$ cat config.mk
export PLATFORM = sky130hd
export DESIGN_NAME = match_reader_flat
export DESIGN_NICKNAME = d
export VERILOG_FILES = /design/src/rtl/ap_pkg.sv /design/src/rtl/match_reader_if.sv /design/src/rtl/lsb_prio_enc.sv /design/src/rtl/match_reader.sv /design/src/flat_wrapper.sv
export SDC_FILE = /design/constraint.sdc
export NUM_CORES = 1
export LEC_CHECK = 0
export CAP_MARGIN = 15
export CELL_PAD_IN_SITES_DETAIL_PLACEMENT = 1
export CELL_PAD_IN_SITES_GLOBAL_PLACEMENT = 1
export CORE_MARGIN = 5
export CORE_UTILIZATION = 35
export CTS_BUF_LIST = sky130_fd_sc_hd__clkbuf_4
export DETAILED_ROUTE_END_ITERATION = 10
export HOLD_SLACK_MARGIN = 0.03
export PLACE_DENSITY_LB_ADDON = 0.1
export SLEW_MARGIN = 25
export SYNTH_ARGS = -nofsm -noshare
export SYNTH_HDL_FRONTEND = slang
export SYNTH_HIERARCHICAL = 1
export SYNTH_SLANG_ARGS = --single-unit
export TNS_END_PERCENT = 50
$ cat constraint.sdc
create_clock -name clk -period 1.9 [get_ports clk]
set_input_delay 0.19 -clock clk [delete_from_list [all_inputs] [get_ports clk]]
set_output_delay 0.19 -clock clk [all_outputs]
set_load 0.03 [all_outputs]
$ cat src/rtl/ap_pkg.sv
// Shared definitions for the match reader: FSM state encoding and the array
// access-mode codes understood by the CAM array.
package ap_pkg;

    typedef enum logic [2:0] {
        IDLE = 3'd0,
        SEL  = 3'd1,
        CAP  = 3'd2,
        EMIT = 3'd3,
        DONE = 3'd4
    } state_e;

    localparam logic [2:0] MODE_NONE    = 3'd0;
    localparam logic [2:0] MODE_ROWXROW = 3'd1;
    localparam logic [2:0] MODE_COLXCOL = 3'd2;
    localparam logic [2:0] MODE_COPY    = 3'd3;

endpackage

$ cat src/rtl/match_reader_if.sv
// Result stream carrying one matched row (index + contents) per beat.
interface match_reader_if #(
    parameter int DATA_WIDTH = 8,
    parameter int ADDR_WIDTH = 8
);
    // A beat transfers on a rising clk edge where out_valid and out_ready are both 1.
    // Once out_valid rises, out_addr/out_data stay stable and out_valid stays high
    // until that transfer; out_ready may toggle freely and never gates out_valid.
    logic                  out_valid;
    logic                  out_ready;
    logic [ADDR_WIDTH-1:0] out_addr;
    logic [DATA_WIDTH-1:0] out_data;

    modport master (output out_valid, output out_addr, output out_data, input  out_ready);
    modport slave  (input  out_valid, input  out_addr, input  out_data, output out_ready);

endinterface

$ cat src/rtl/lsb_prio_enc.sv
// Lowest-set-bit priority encoder: returns the index of the least significant
// set bit of req and whether any bit is set at all.
module lsb_prio_enc #(
    parameter int WIDTH = 16,
    parameter int IDX_W = 8
) (
    input  logic [WIDTH-1:0] req,
    output logic [IDX_W-1:0] idx,
    output logic             any
);

    // Scan from the top down so the lowest set bit is the last one written.
    always_comb begin
        idx = '0;
        for (int i = WIDTH - 1; i >= 0; i--) begin
            if (req[i]) idx = IDX_W'(i);
        end
    end

    assign any = |req;

endmodule

$ cat src/rtl/match_reader.sv
// Scans a latched tag vector and streams each matched array row, lowest index first.
// Optional macro MATCH_READER_COUNT_EN builds the match_count counter (tied to 0 otherwise).
module match_reader
    import ap_pkg::*;
#(
    parameter int         DATA_WIDTH     = 8,
    parameter int         DATA_DEPTH     = 16,
    parameter int         ADDR_WIDTH_CAM = 8,
    parameter logic [2:0] RowxRow        = MODE_ROWXROW
) (
    input  logic                      clk,
    input  logic                      rstIn,
    input  logic                      start,
    input  logic [DATA_DEPTH-1:0]     tag,
    input  logic [DATA_WIDTH-1:0]     Q_out_row,
    output logic [ADDR_WIDTH_CAM-1:0] addr_output_Row,
    output logic [2:0]                input_mode,
    output logic                      busy,
    output logic                      done,
    output logic [ADDR_WIDTH_CAM-1:0] match_count,
    output state_e                    state_dbg,
    match_reader_if.master            out_if
);

    state_e                    state_q, state_d;
    logic [DATA_DEPTH-1:0]     snap_q, snap_d;
    logic [ADDR_WIDTH_CAM-1:0] out_addr_q, out_addr_d;
    logic [DATA_WIDTH-1:0]     out_data_q, out_data_d;

    logic [ADDR_WIDTH_CAM-1:0] sel_idx;
    logic                      sel_any;
    logic [DATA_DEPTH-1:0]     snap_rest;
    logic                      hs;
    logic                      out_valid;

    lsb_prio_enc #(
        .WIDTH (DATA_DEPTH),
        .IDX_W (ADDR_WIDTH_CAM)
    ) u_enc (
        .req (snap_q),
        .idx (sel_idx),
        .any (sel_any)
    );

    // Snapshot with its lowest set bit removed: what remains after the current beat.
    assign snap_rest = snap_q & (snap_q - DATA_DEPTH'(1));
    assign hs        = (state_q == EMIT) && out_if.out_ready;

    always_ff @(posedge clk or negedge rstIn) begin
        if (!rstIn) begin
            state_q    <= IDLE;
            snap_q     <= '0;
            out_addr_q <= '0;
            out_data_q <= '0;
        end else begin
            state_q    <= state_d;
            snap_q     <= snap_d;
            out_addr_q <= out_addr_d;
            out_data_q <= out_data_d;
        end
    end

    always_comb begin
        state_d    = state_q;
        snap_d     = snap_q;
        out_addr_d = out_addr_q;
        out_data_d = out_data_q;
        unique case (state_q)
            IDLE: begin
                if (start) begin
                    snap_d  = tag;
                    state_d = (tag == '0) ? DONE : SEL;
                end
            end
            SEL:  state_d = sel_any ? CAP : DONE;
            CAP: begin
                out_addr_d = sel_idx;
                out_data_d = Q_out_row;
                state_d    = EMIT;
            end
            EMIT: begin
                if (hs) begin
                    snap_d  = snap_rest;
                    state_d = (snap_rest != '0) ? SEL : DONE;
                end
            end
            DONE:    state_d = IDLE;
            default: state_d = IDLE;
        endcase
    end

    // The row address is held through CAP so a registered array read lines up.
    always_comb begin
        busy            = 1'b0;
        done            = 1'b0;
        out_valid       = 1'b0;
        addr_output_Row = '0;
        input_mode      = MODE_NONE;
        case (state_q)
            SEL, CAP: begin
                busy            = 1'b1;
                addr_output_Row = sel_idx;
            end
            EMIT: begin
                busy      = 1'b1;
                out_valid = 1'b1;
            end
            DONE:    done = 1'b1;
            default: ;
        endcase
        if (busy) input_mode = RowxRow;
    end

    assign out_if.out_valid = out_valid;
    assign out_if.out_addr  = out_addr_q;
    assign out_if.out_data  = out_data_q;
    assign state_dbg        = state_q;

`ifdef MATCH_READER_COUNT_EN
    logic [ADDR_WIDTH_CAM-1:0] count_q, count_d;

    always_ff @(posedge clk or negedge rstIn) begin
        if (!rstIn) count_q <= '0;
        else        count_q <= count_d;
    end

    always_comb begin
        count_d = count_q;
        if (state_q == IDLE && start) count_d = '0;
        else if (hs)                  count_d = count_q + ADDR_WIDTH_CAM'(1);
    end

    assign match_count = count_q;
`else
    assign match_count = '0;
`endif

endmodule

$ cat src/flat_wrapper.sv
// flat-port wrapper written by rule: the top's interface ports become plain ports
module match_reader_flat import ap_pkg::*;
#(
    parameter int         DATA_WIDTH     = 8,
    parameter int         DATA_DEPTH     = 16,
    parameter int         ADDR_WIDTH_CAM = 8,
    parameter logic [2:0] RowxRow        = MODE_ROWXROW
)
  (clk, rstIn, start, tag, Q_out_row, addr_output_Row, input_mode, busy, done, match_count, state_dbg, out_if_out_valid, out_if_out_addr, out_if_out_data, out_if_out_ready);
  match_reader_if #(.DATA_WIDTH(DATA_WIDTH), .ADDR_WIDTH((8))) out_if_i ();
  input  logic clk;
  input  logic rstIn;
  input  logic start;
  input  logic [DATA_DEPTH-1:0] tag;
  input  logic [DATA_WIDTH-1:0] Q_out_row;
  output logic [ADDR_WIDTH_CAM-1:0] addr_output_Row;
  output logic [2:0] input_mode;
  output logic busy;
  output logic done;
  output logic [ADDR_WIDTH_CAM-1:0] match_count;
  output state_e state_dbg;
  output wire logic [$bits(out_if_i.out_valid)-1:0] out_if_out_valid;
  output wire logic [$bits(out_if_i.out_addr)-1:0] out_if_out_addr;
  output wire logic [$bits(out_if_i.out_data)-1:0] out_if_out_data;
  input wire logic [$bits(out_if_i.out_ready)-1:0] out_if_out_ready;
  assign out_if_out_valid = out_if_i.out_valid;
  assign out_if_out_addr = out_if_i.out_addr;
  assign out_if_out_data = out_if_i.out_data;
  assign out_if_i.out_ready = out_if_out_ready;
  match_reader #(.DATA_WIDTH(DATA_WIDTH), .DATA_DEPTH(DATA_DEPTH), .ADDR_WIDTH_CAM(ADDR_WIDTH_CAM), .RowxRow(RowxRow)) u_core (.clk(clk), .rstIn(rstIn), .start(start), .tag(tag), .Q_out_row(Q_out_row), .addr_output_Row(addr_output_Row), .input_mode(input_mode), .busy(busy), .done(done), .match_count(match_count), .state_dbg(state_dbg), .out_if(out_if_i));
endmodule
==> metrics.log <==
[metrics] status: finished with violations
[metrics] violations in the final reports: negative setup slack
[metrics] internal power summed over all cells: 0.00350 W
[metrics] initial antenna violation count: 0
[metrics] routability congestion estimate from global placement: 0.755
[metrics] Critical R2R Capture: u_core/state_dbg[0]
[metrics] worst hold path type: in2async
[metrics] Post-synth EDFFs: 0
[metrics] Switching Fraction: 0.456
[metrics] number of nets with antenna violations after routing: 0
[metrics] Synth Register Bits: 35
[metrics] worst setup path class: reg2out
[metrics] overall routed net length: 6690 um
[metrics] total number of vias: 2048
[metrics] final HPWL from detailed placement: 4730 um
[metrics] most instantiated flip-flop cell in the synthesis netlist: sky130_fd_sc_hd__dfrtp_1
[metrics] detailed-route vias per instance: 5.24
[metrics] number of primary I/O pins: 69
[metrics] smallest hold slack: 0.348 ns
[metrics] max_cap viols: 0
[metrics] number of placement rows: 28
[metrics] die outline width: 87.1 um
[metrics] proportion of layout cells with a drive suffix above 1: 0.332
[metrics] Layout Cell Area excl Fill: 3280 um^2
[metrics] minimum period implied by the final worst setup slack: 1.96 ns
[metrics] final-report setup violation count: 5
[metrics] highest clock rate: 511 MHz
[metrics] mean area per synthesized cell: 9.51 um^2
[metrics] Max clock buf depth: 2
[metrics] gr ovfl total: 0
[metrics] effective utilization at floorplan: 0.356
[metrics] maximum net fanout on the critical path: 4
[metrics] antenna diode count: 0
[metrics] data required time at the worst endpoint: 1.71 ns
[metrics] routed length per placed instance: 17.1 um
[metrics] clk_skew: 0.00477 ns
[metrics] cells on worst reg2reg path: 7
[metrics] start of the worst register-to-register path: u_core/snap_q[6]
[metrics] final worst-path cycle share: 1.03
[metrics] yosys warns: 6
[metrics] instance area after placement: 2810 um^2
[metrics] synthesis-to-layout area growth: 57.3%
[metrics] pin count of the biggest net entering global routing: 23
[metrics] internal reg-to-reg setup slack: -0.03 ns
[metrics] clock group share of total power: 0.108
[metrics] share of total power in sequential cells: 0.224
[metrics] Post-route DRC: 0
[metrics] final number of max-transition violations: 0
[metrics] cell type contributing the most total cell area after synthesis: sky130_fd_sc_hd__dfrtp_1
[metrics] Hold Vio Cnt, Final: 0
[metrics] number of clock buffers inserted by TritonCTS: 5
[metrics] total global routing track utilization: 0.182
[metrics] first-pass GRT wire length: 10700 um
[metrics] TritonCTS clock tree: built
[metrics] unrepaired setup endpoints after global routing: true
[metrics] cell count after synthesis: 219
[metrics] post-synthesis cell area: 2080 um^2
[metrics] Detailed Route Iter0 Violations: 70
[metrics] power density over the cells: 1960 nW/um^2
[metrics] fin worst setup slack: -0.0559 ns
[metrics] drt first pass iters: 4
[metrics] # nets final: 343
[metrics] CTS H-Tree Depth: 2
[metrics] clock transition at the registers of the reported paths: 0.11 ns
[metrics] root buf cell: sky130_fd_sc_hd__clkbuf_4
[metrics] number of buffers inserted by port buffering: 54
[metrics] async set or reset register ratio after synthesis: 1.00
[metrics] number of global-route vias before repair: 2098
[metrics] net load switching power: 0.00294 W
[metrics] Slew @ Worst Pin: 0.638 ns
[metrics] CP Capture Type: output pin
[metrics] Logic pwr share: 0.667
[metrics] static power due to leakage: 1.40 nW
[metrics] number of distinct library cells after synthesis: 46
[metrics] sequential cell area fraction in the yosys report: 0.421
[metrics] fraction of post-synthesis cell area in the top cell type by area: 0.421
[metrics] largest cells by area after synthesis: sky130_fd_sc_hd__dfrtp_1, sky130_fd_sc_hd__a22o_1, sky130_fd_sc_hd__buf_4
[metrics] VDD IR-drop max: 874 uV
[metrics] startpoint kind of the worst setup timing path: flop
[metrics] die extent in y: 87.1 um
[metrics] data arrival time of the critical path: 1.77 ns
[metrics] count of clock tree sinks: 35
[metrics] clock latency reported for the late side of the worst-skew pair: 0.35 ns
[metrics] Core ar.: 5850 um^2
[metrics] Slew Limit Headroom: 0.573
[metrics] total negative slack for setup checks: -0.177 ns
[metrics] die footprint: 7590 um^2
-- metrics by stage --
step                      power (W)   util  cells  worst slack (ns)
after detailed placement    0.00493  0.480    364            -0.210
after global routing        0.00685  0.560    391            -0.193
after global placement      0.00484  0.480    364            -0.156
after floorplan             0.00358      -    231           -0.0317
final                       0.00643  0.560    391           -0.0559
after CTS                   0.00608  0.532    385           -0.0752
-- cells by family after synthesis --
family	Yosys count	synth area share
buf+inv	30	0.0841
flops	35	0.421
other cells	2	0.00361
fa+ha+maj	2	0.0102
mux	16	0.0865
simple gates	77	0.198
compound gates	56	0.193
xor+xnor	1	0.00421
-- cells in the mapped netlist (5+ instances only) --
cell type,number
sky130_fd_sc_hd__dfrtp_1,35
sky130_fd_sc_hd__nor2_1,26
sky130_fd_sc_hd__o21ai_0,18
sky130_fd_sc_hd__a22o_1,15
sky130_fd_sc_hd__buf_4,15
sky130_fd_sc_hd__nand2_1,10
sky130_fd_sc_hd__and2_1,9
sky130_fd_sc_hd__inv_1,8
sky130_fd_sc_hd__mux2_1,8
sky130_fd_sc_hd__mux2_2,8
sky130_fd_sc_hd__nor4_1,8
sky130_fd_sc_hd__a21oi_1,5
sky130_fd_sc_hd__buf_2,5
-- critical path: stages (launching register included) --
cell	delay, ns
sky130_fd_sc_hd__dfrtp_2	0.47
sky130_fd_sc_hd__inv_1	0.08
sky130_fd_sc_hd__a21oi_1	0.10
sky130_fd_sc_hd__o311a_4	0.33
sky130_fd_sc_hd__o22ai_4	0.16
sky130_fd_sc_hd__and2_4	0.16
sky130_fd_sc_hd__buf_6	0.12
-- how the worst max path moves through the flow --
stage / start / to / slack [ns] / cells past startpoint
2_1_floorplan: u_core/state_dbg[2] / u_core/out_if.out_data[1] / -0.03 / 5
3_3_place_gp: start / u_core/snap_q[1] / -0.16 / 5
3_5_place_dp: start / u_core/snap_q[4] / -0.21 / 5
4_1_cts: u_core/snap_q[5] / addr_output_Row[3] / -0.08 / 6
5_1_grt: u_core/snap_q[6] / addr_output_Row[3] / -0.19 / 6
6_report: u_core/snap_q[14] / addr_output_Row[0] / -0.06 / 6
-- cells in the final DEF (no fill, tap or decap), drive strengths merged, types with 9 or more instances in the layout --
cell type / instances
buf: 50
nand2: 11
nor2: 27
and2: 9
nor4: 9
a22o: 15
o21ai: 18
conb: 14
clkdlybuf4s50: 44
dfrtp: 35
mux2: 16
-- sequential cells by signal, indices dropped and copies added (netlist names) --
| name | flops |
|---|---|
| u_core/snap_q | 16 |
| u_core/out_if.out_addr | 8 |
| u_core/out_if.out_data | 8 |
| u_core/state_dbg | 3 |
-- final cells by class --
class | count | area, um^2
Clock inverter | 2 | 60.1
Clock buffer | 6 | 45.0
Fill cell | 674 | 2570
Timing Repair Buffer | 99 | 908
Multi-Input combinational cell | 166 | 1250
Inverter | 8 | 30.0
Tap cell | 75 | 93.8
Sequential cell | 35 | 885
-- layer usage --
layer | global-route usage | vias up | routed length, um
li1 | - | 967 | -
met1 | 0.231 | 1018 | 2940
met2 | 0.313 | 58 | 3300
met3 | 0.0369 | 5 | 372
met4 | 0.0488 | 0 | 72
met5 | 0 | - | 0
-- power by group through the flow --
stage	Sequential, W	Combinational [W]	Clock (W)
3_5_place_dp	0.00142	0.00351	0
3_3_place_gp	0.00140	0.00344	0
2_1_floorplan	0.00186	0.00172	0
6_report	0.00144	0.00429	0.000697
4_1_cts	0.00140	0.00397	0.000713
5_1_grt	0.00149	0.00461	0.000746
-- repair_timing --
action | in CTS | in global routing
endpoints found under the setup margin | 21 | 11
gates resized for setup | 27 | 31
pin swaps | 9 | 7
hold endpoints to repair | 20 | 0
setup buffers | 12 | 6
hold buffers | 1 | 0
Note: power is estimated with default switching activity, not from simulation.
